## src/rtl/fifo_share_ctrl_pkg.sv

```systemverilog
// Shared types for the two-producer FIFO sharing controller.
// Holds the write-side FSM state encoding and the producer grant codes.
package fifo_share_ctrl_pkg;

    typedef enum logic {
        ST_IDLE  = 1'b0,
        ST_BURST = 1'b1
    } fsm_state_t;

    localparam logic GNT_P0 = 1'b0;
    localparam logic GNT_P1 = 1'b1;

endpackage

```

## src/rtl/fifo_share_ctrl_fifo.sv

```systemverilog
// Flagless synchronous FIFO used by fifo_share_ctrl; registered read data.
// Ports: clk, sys_rst_n, wr_en/data_in (write), rd_en/data_out (read, 1-cycle).
module fifo_share_ctrl_fifo #(
    parameter int DATA_LEN   = 8,
    parameter int DEPTH      = 8,
    parameter int ADDR_WIDTH = 3
) (
    input  logic                clk,
    input  logic                sys_rst_n,
    input  logic                wr_en,
    input  logic [DATA_LEN-1:0] data_in,
    input  logic                rd_en,
    output logic [DATA_LEN-1:0] data_out
);

    logic [DATA_LEN-1:0]   mem [DEPTH];
    logic [ADDR_WIDTH-1:0] wptr;
    logic [ADDR_WIDTH-1:0] rptr;

    // Pointers wrap at DEPTH-1 so DEPTH need not be a power of two.
    function automatic logic [ADDR_WIDTH-1:0] ptr_inc(
        input logic [ADDR_WIDTH-1:0] p
    );
        return (p == ADDR_WIDTH'(DEPTH - 1)) ? '0 : p + 1'b1;
    endfunction

    always_ff @(posedge clk) begin
        if (wr_en) begin
            mem[wptr] <= data_in;
        end
    end

    always_ff @(posedge clk or negedge sys_rst_n) begin
        if (!sys_rst_n) begin
            wptr     <= '0;
            rptr     <= '0;
            data_out <= '0;
        end else begin
            if (wr_en) begin
                wptr <= ptr_inc(wptr);
            end
            if (rd_en) begin
                rptr <= ptr_inc(rptr);
                // Same-slot read and write: hand the incoming word straight out.
                data_out <= (wr_en && (rptr == wptr)) ? data_in : mem[rptr];
            end
        end
    end

endmodule

```

## src/rtl/fifo_share_ctrl.sv

```systemverilog
// Shares one flagless FIFO between two producers (round-robin bursts) and one consumer.
// Ports: clk, sys_rst_n; p0/p1 valid/data/ready; rd_req; out_valid/out_data; count/full/empty.
// Config: define FIFO_BYPASS_EN to let an empty FIFO read and write in the same cycle.
module fifo_share_ctrl
    import fifo_share_ctrl_pkg::*;
#(
    parameter int DATA_LEN   = 8,
    parameter int DEPTH      = 8,
    parameter int ADDR_WIDTH = 3,
    parameter int MAX_BURST  = 4
) (
    input  logic                clk,
    input  logic                sys_rst_n,
    input  logic                p0_valid,
    input  logic [DATA_LEN-1:0] p0_data,
    output logic                p0_ready,
    input  logic                p1_valid,
    input  logic [DATA_LEN-1:0] p1_data,
    output logic                p1_ready,
    input  logic                rd_req,
    output logic                out_valid,
    output logic [DATA_LEN-1:0] out_data,
    output logic [ADDR_WIDTH:0] count,
    output logic                full,
    output logic                empty
);

    localparam int CW = ADDR_WIDTH + 1;
    localparam int BW = $clog2(MAX_BURST + 1);

    fsm_state_t          state;
    logic                owner;
    logic                last_grant;
    logic                gnt;
    logic                in_valid;
    logic                wr_en;
    logic                rd_en;
    logic                burst_end;
    logic [BW-1:0]       burst_cnt;
    logic [BW-1:0]       cnt_inc;
    logic [DATA_LEN-1:0] wr_data;

    assign full  = (count == CW'(DEPTH));
    assign empty = (count == '0);

    // In IDLE pick a producer; in BURST the owner keeps the grant.
    always_comb begin
        gnt = owner;
        if (state == ST_IDLE) begin
            if (p0_valid && p1_valid) begin
                gnt = ~last_grant;
            end else if (p1_valid) begin
                gnt = GNT_P1;
            end else begin
                gnt = GNT_P0;
            end
        end
    end

    assign in_valid  = (gnt == GNT_P1) ? p1_valid : p0_valid;
    assign wr_data   = (gnt == GNT_P1) ? p1_data : p0_data;
    assign wr_en     = in_valid & ~full;
    assign p0_ready  = wr_en & (gnt == GNT_P0);
    assign p1_ready  = wr_en & (gnt == GNT_P1);
    assign cnt_inc   = burst_cnt + 1'b1;
    // Beat about to be taken is the last one allowed in this burst.
    assign burst_end = (cnt_inc == BW'(MAX_BURST));

`ifdef FIFO_BYPASS_EN
    assign rd_en = rd_req & (~empty | wr_en);
`else
    assign rd_en = rd_req & ~empty;
`endif

    always_ff @(posedge clk or negedge sys_rst_n) begin
        if (!sys_rst_n) begin
            state      <= ST_IDLE;
            owner      <= GNT_P0;
            last_grant <= GNT_P1;
            burst_cnt  <= '0;
        end else begin
            unique case (state)
                ST_IDLE: begin
                    if (wr_en) begin
                        owner <= gnt;
                        if (burst_end) begin
                            last_grant <= gnt;
                        end else begin
                            state     <= ST_BURST;
                            burst_cnt <= cnt_inc;
                        end
                    end
                end
                ST_BURST: begin
                    if (!in_valid || (wr_en && burst_end)) begin
                        state      <= ST_IDLE;
                        last_grant <= owner;
                        burst_cnt  <= '0;
                    end else if (wr_en) begin
                        burst_cnt <= cnt_inc;
                    end
                end
                default: begin
                    state <= ST_IDLE;
                end
            endcase
        end
    end

    always_ff @(posedge clk or negedge sys_rst_n) begin
        if (!sys_rst_n) begin
            count     <= '0;
            out_valid <= 1'b0;
        end else begin
            out_valid <= rd_en;
            unique case ({wr_en, rd_en})
                2'b10:   count <= count + 1'b1;
                2'b01:   count <= count - 1'b1;
                default: count <= count;
            endcase
        end
    end

    fifo_share_ctrl_fifo #(
        .DATA_LEN   (DATA_LEN),
        .DEPTH      (DEPTH),
        .ADDR_WIDTH (ADDR_WIDTH)
    ) u_fifo (
        .clk       (clk),
        .sys_rst_n (sys_rst_n),
        .wr_en     (wr_en),
        .data_in   (wr_data),
        .rd_en     (rd_en),
        .data_out  (out_data)
    );

endmodule

```

## config.mk

```make
export PLATFORM = sky130hd
export DESIGN_NAME = fifo_share_ctrl
export DESIGN_NICKNAME = d
export VERILOG_FILES = /design/src/rtl/fifo_share_ctrl_pkg.sv /design/src/rtl/fifo_share_ctrl_fifo.sv /design/src/rtl/fifo_share_ctrl.sv
export SDC_FILE = /design/constraint.sdc
export NUM_CORES = 1
export LEC_CHECK = 0
export ABC_CLOCK_PERIOD_IN_PS = 3700
export CORE_MARGIN = 3
export CORE_UTILIZATION = 60
export DETAILED_ROUTE_END_ITERATION = 6
export HOLD_SLACK_MARGIN = 0.15
export PLACE_DENSITY_LB_ADDON = 0.08
export SYNTH_ARGS = -nofsm -noshare
export SYNTH_HDL_FRONTEND = slang
export SYNTH_HIERARCHICAL = 1
export SYNTH_SLANG_ARGS = --single-unit
```

## constraint.sdc

```tcl
create_clock -name clk -period 3.7 [get_ports clk]
set_input_delay 0.555 -clock clk [delete_from_list [all_inputs] [get_ports clk]]
set_output_delay 0.555 -clock clk [all_outputs]
set_load 0.005 [all_outputs]
```

# [After elaboration in Yosys (flattened, before gate mapping)]
# Memory sizes are Yosys's and may differ from the RTL's. A register that Yosys moved wholly into a read port is not among the register bits.
# Index checks and enable logic that the tools add are counted.
[totals] input_bits=21 elab_cells=67 reg_bits=17 memories=1 ramBits=64 output_inout_bits=17
[memory_table] name="u_fifo.mem" words=8 word_bits=8 read_ports=1 rd_ports_with_merged_regs=1 write_ports=1 line="fifo_share_ctrl_fifo.sv:16" rtl="logic [DATA_LEN-1:0] mem [DEPTH];"
[classes] n_mux=23 add_sub_neg=5 bitwise=9 n_eq_ne=11 n_reduce_logical=10
[op_table] op="3-bit 2-to-1 mux" count=6
[op_table] op="1-bit 2-to-1 mux" count=12
[op_table] op="3-bit by 1-bit adder with 3-bit output, second input constant" count=3
[op_table] op="3-bit equality test, second input constant" count=3
[op_table] op="8-bit 2-to-1 mux" count=1
[op_table] op="4-bit case mux with 2 select lines" count=1
[op_table] op="3-bit case mux with 2 select lines" count=1
[op_table] op="3-bit AND reduction" count=2
[op_table] op="1-bit NOT" count=5
[op_table] op="4-bit by 1-bit adder with 4-bit output, second input constant" count=1
[op_table] op="1-bit bitwise AND" count=4
[op_table] op="4-bit equality test, second input constant" count=1
[op_table] op="4-bit zero test" count=1
[op_table] op="2-bit by 1-bit != test with 1-bit output, second input constant" count=2
[op_table] op="2-bit != test, second input constant" count=2
[op_table] op="1-bit case mux with 2 select lines" count=2
[op_table] op="4-bit by 1-bit subtractor with 4-bit output, second input constant" count=1
[op_table] op="3-bit by 1-bit != test with 1-bit output, second input constant" count=1
[op_table] op="2-bit by 1-bit equality test with 1-bit output, second input constant" count=1
[op_table] op="2-bit equality test, second input constant" count=1
[op_table] op="1-bit logical AND" count=2
[op_table] op="1-bit zero test" count=2
[op_table] op="2-bit AND reduction" count=1
[op_table] op="2-bit nonzero test" count=1
[op_table] op="1-bit logical OR" count=1

# [Logic depth before layout (Yosys ltp)]
[depth] word_depth=9 mapped_depth=9 depth_no_buf=8

# [Cells and area by module]
# The synthesis kept the hierarchy.
[by_module_without_submodules] mod="fifo_share_ctrl_fifo" instances=1 cells_per_inst=164 area_each_um2=3163.0
[by_module_without_submodules] mod="fifo_share_ctrl" instances=1 cells_per_inst=87 area_each_um2=865.8

# [Worst setup path before layout]
# OpenSTA, ideal clock, no wires.
[synth_timing] kind="input to register" from="input port p0_valid" to="memory u_fifo.mem[0][0], enable pin" t_arrival_ns=2.072 stages=6 path_buffers=1 slack_ns=1.244 cell_sequence="a21boi_0 o211ai_4 inv_2 clkbuf_1 nand2b_1 nor3_1"
[synth_between] elab_chain_cells=7
[synth_rtl] element="from (decl)" line="fifo_share_ctrl.sv:14" rtl="input logic p0_valid,"
[synth_rtl] element="1-bit logical AND" line="fifo_share_ctrl.sv:50" rtl="if (p0_valid && p1_valid) begin"
[synth_rtl] element="1-bit 2-to-1 mux" line="fifo_share_ctrl.sv:50"
[synth_rtl] element="1-bit 2-to-1 mux" line="fifo_share_ctrl.sv:49" rtl="if (state == ST_IDLE) begin"
[synth_rtl] element="1-bit 2-to-1 mux (*)" line="fifo_share_ctrl.sv:60" rtl="assign in_valid = (gnt == GNT_P1) ? p1_valid : p0_valid;"
[synth_rtl] element="1-bit bitwise AND (*)" line="fifo_share_ctrl.sv:62" rtl="assign wr_en = in_valid & ~full;"
[synth_rtl] element="net wr_en" line="fifo_share_ctrl.sv:36" rtl="logic wr_en;"
[synth_rtl] element="1-bit 2-to-1 mux (*)" line="fifo_share_ctrl_fifo.sv:28" rtl="if (wr_en) begin"
[synth_rtl] element="1-bit 2-to-1 mux (not written as such) (*)" line="fifo_share_ctrl_fifo.sv:29" rtl="mem[wptr] <= data_in;"
[synth_rtl] element="to (decl)" line="fifo_share_ctrl_fifo.sv:16"
# The timed path passes the listed nets; every way through them passes the cells marked *.

# [Final worst setup path]
[layout_timing] from="input port p0_valid" to="output port p0_ready"
[layout_between] elab_chain_cells=6 elab_cells_between_ends=7 classes_between="mux: 3; bitwise: 3; reduce/logical: 1"
[layout_rtl] element="1-bit logical AND" line="fifo_share_ctrl.sv:50"
[layout_rtl] element="1-bit 2-to-1 mux" line="fifo_share_ctrl.sv:50"
[layout_rtl] element="1-bit 2-to-1 mux" line="fifo_share_ctrl.sv:49"
[layout_rtl] element="1-bit 2-to-1 mux (*)" line="fifo_share_ctrl.sv:60"
[layout_rtl] element="1-bit bitwise AND (*)" line="fifo_share_ctrl.sv:62"
[layout_rtl] element="net wr_en" line="fifo_share_ctrl.sv:36"
[layout_rtl] element="1-bit bitwise AND (*)" line="fifo_share_ctrl.sv:63" rtl="assign p0_ready = wr_en & (gnt == GNT_P0);"
[layout_rtl] element="to (decl)" line="fifo_share_ctrl.sv:16" rtl="output logic p0_ready,"
# Marked as above.

==> results.cfg <==
[pwr]
p_switching_mw = 1.25
seqPwrFrac_pct = 45.4
combPwrFrac_pct = 38.7
powerDensity_mw_per_mm2 = 788
p_int_mw = 2.46
irDropWorstVdd_mv = 0.427
p_sw_share_pct = 33.8
pwr-share-clk_pct = 15.9
leakagePower_nw = 1.74
finalPower_mw = 3.71

[final_layout]
nFillCells = 460
final_area_mm2 = 0.00471
seq_area_mm2 = 0.00255
antenna_cells = 0
multi_input_area_mm2 = 0.00135
drive_above_1_share_pct = 20.6
nets = 332
fin_cells = 383
area_growth_pct = 16.9

[timing]
rsz0062_at_grt = false
fmax_mhz = 331
tightest_slew_ps = 830
slew-limit-headroom_pct = 44.7
clock_skew_ps = 10.8
fin_setup_tns_ps = 0
period_needed_ps = 3020
timing.hold.ws_ps = 514
hold_violations = 0
fin_crit_sh_pct = 81.7
drv_slew = 0
finalSetupViolCount = 0

[logic_synthesis]
synth_edf_count = 64
async_flop_share_pct = 28.1
postSynthAreaPerCell_um2 = 16.1
yosysMostFrequentCell = edfxtp_1
synth_area_leaders = edfxtp_1, dfrtp_1, mux4_1, mux2_2, mux4_2
syn_inst = 251
syn-num-nets = 282
synth_warnings = 6
synth-main-ff-cell = edfxtp_1
syn_area_mm2 = 0.00403
synth_top_area_share_pct = 47.7
synth_cell_types = 52
synth-seq-cells = 89
synthTopCellsByCount = edfxtp_1, dfrtp_1, mux2_2
synth_seq_area_share_pct = 63.3
synth_top_cell_by_area = edfxtp_1

[worst_setup_path]
crit_required_ps = 3140
cp-start-kind = primary input
arrival_ps = 2470
critPathKind = in -> out
critical_path.max_fanout = 10
endpoint_kind = output pin

[detailed_routing]
drtPass1Iterations = 4
antenna_left = 0
wl_met1_um = 3300
top_layer = met4
met2_length_um = 3990
drc_errors = 0
num_vias = 2316
post_drt_via_cell_ratio = 6.05
met3_length_um = 406
first_iter_violations = 117
wire_per_inst_um = 20.5
wl_um = 7870

[global_routing]
overflow = 0
grt_max_degree = 26
grt_pass1_vias = 2334
antenna_found_initial = 0
grt_usage_pct = 22.4
grt_pass1_wl_um = 12400

[clock_network]
cts_tree = yes
cts_made_buffers = 9
root_buffer = clkbuf_8
clockBufferDepth = 2
post_cts_resized = 0
post-cts-setup-buffer-count = 0
hold_buffers = 0
h-tree-depth = 3
insertion_delay_ps = 340
clk_pin_slew_worst_paths_ps = 90
numClockSinks = 89

[floorplanning]
start_util_pct = 62.7
die_w_um = 87.9
coreArea_mm2 = 0.00642
io_pins = 38
fp-row-count = 29
die_y_um = 87.9
die_area_mm2 = 0.00773

[placement]
io_buffers = 37
gp_congestion = 0.770
placed_area_mm2 = 0.00453
dp_hpwl_um = 5320
dp_cells = 367

[worst_hold_path]
hold_class = reg -> reg

[run_status]
status = complete, no violations

[run]
cap_violations = 0
==> per-stage QoR <==
| stage | setup slack [ps] | util, % |
|---|---|---|
| floorplan | 1240 | - |
| global placement | 670 | 70.6 |
| detailed placement | 542 | 70.6 |
| CTS | 667 | 73.3 |
| global route | 572 | 73.3 |
| finish | 676 | 73.3 |
==> registers in the layout (all words and copies together), names as in the netlist <==
name,cells
u_fifo/mem,64
owner,1
out_valid,1
u_fifo/wptr,3
count,4
burst_cnt,3
u_fifo/data_out,8
last_grant,1
u_fifo/rptr,3
state,1
==> cells in the final DEF, fill, tap and decap left out, types with 2 or more instances in the layout <==
| cell type | synthesis | final |
|---|---|---|
| clkbuf_8 | 0 | 9 |
| ha_1 | 9 | 9 |
| a21oi_1 | 3 | 3 |
| xor2_1 | 2 | 2 |
| nand2_1 | 7 | 7 |
| nor4_1 | 2 | 2 |
| dfrtp_1 | 24 | 24 |
| o21ai_0 | 9 | 9 |
| edfxtp_1 | 64 | 64 |
| nor3_1 | 3 | 3 |
| nand2b_1 | 5 | 5 |
| and2_1 | 2 | 2 |
| mux2i_1 | 7 | 7 |
| mux2_2 | 16 | 16 |
| clkinv_4 | 1 | 2 |
| inv_1 | 12 | 12 |
| buf_4 | 2 | 15 |
| a221o_1 | 3 | 3 |
| nor3b_1 | 2 | 2 |
| mux4_2 | 8 | 8 |
| nor2_1 | 14 | 14 |
| xnor2_1 | 4 | 4 |
| mux4_1 | 8 | 8 |
| clkdlybuf4s50_1 | 0 | 37 |
| a221oi_1 | 5 | 5 |
| clkinvlp_4 | 0 | 3 |
| nor2b_1 | 4 | 4 |
==> final timing paths <==
check                           depth (start not counted)  slack (ps)  startpoint           end
worst max-delay path                                    6         680    p0_valid      p0_ready
worst min-delay path                                    2         510  last_grant    last_grant
worst max register to register                          7        1030    count[0]      count[3]
worst min register to register                          2         510  last_grant    last_grant
max in group asynchronous                               2        2810   sys_rst_n    last_grant
min in group asynchronous                               2         580   sys_rst_n  burst_cnt[2]
==> cells by family after synthesis <==
group | synth area share [%]
buffers and inverters | 3.32
adder cells (fa/ha/maj) | 3.29
flip-flops | 63.3
AND/OR/NAND/NOR | 6.46
XOR/XNOR | 1.30
AO/OA/AOI/OAI | 6.46
multiplexers | 15.9
==> critical path, stage by stage <==
cell             delay, ps
clkdlybuf4s50_1        490
or3b_2                 520
o211ai_4               150
inv_2                  140
and2_1                 180
clkdlybuf4s50_1        440
==> area by class of cell <==
class | count | share of cell area [%]
inverter | 14 | 1.22
multi-input combinational | 135 | 28.6
clock inverter | 6 | 1.09
clock buffer | 10 | 2.71
timing repair buffer | 52 | 10.3
tap | 77 | 2.05
sequential | 89 | 54.1
==> power groups by stage <==
stage	registers (mW)	clock network, mW	logic [mW]
floorplan	1.56	0	1.07
global placement	1.70	0	1.40
detailed placement	1.72	0	1.45
CTS	1.69	0.607	1.45
global route	1.73	0.654	1.59
finish	1.69	0.590	1.44
==> metal layers <==
layer / track usage (%) / vias to the layer above
met2: 36.7 / 65
li1: - / 1076
met4: 8.51 / 0
met1: 30.0 / 1162
met3: 4.33 / 13
met5: 0 / -
No activity file was read; power rests on OpenSTA's default activity.
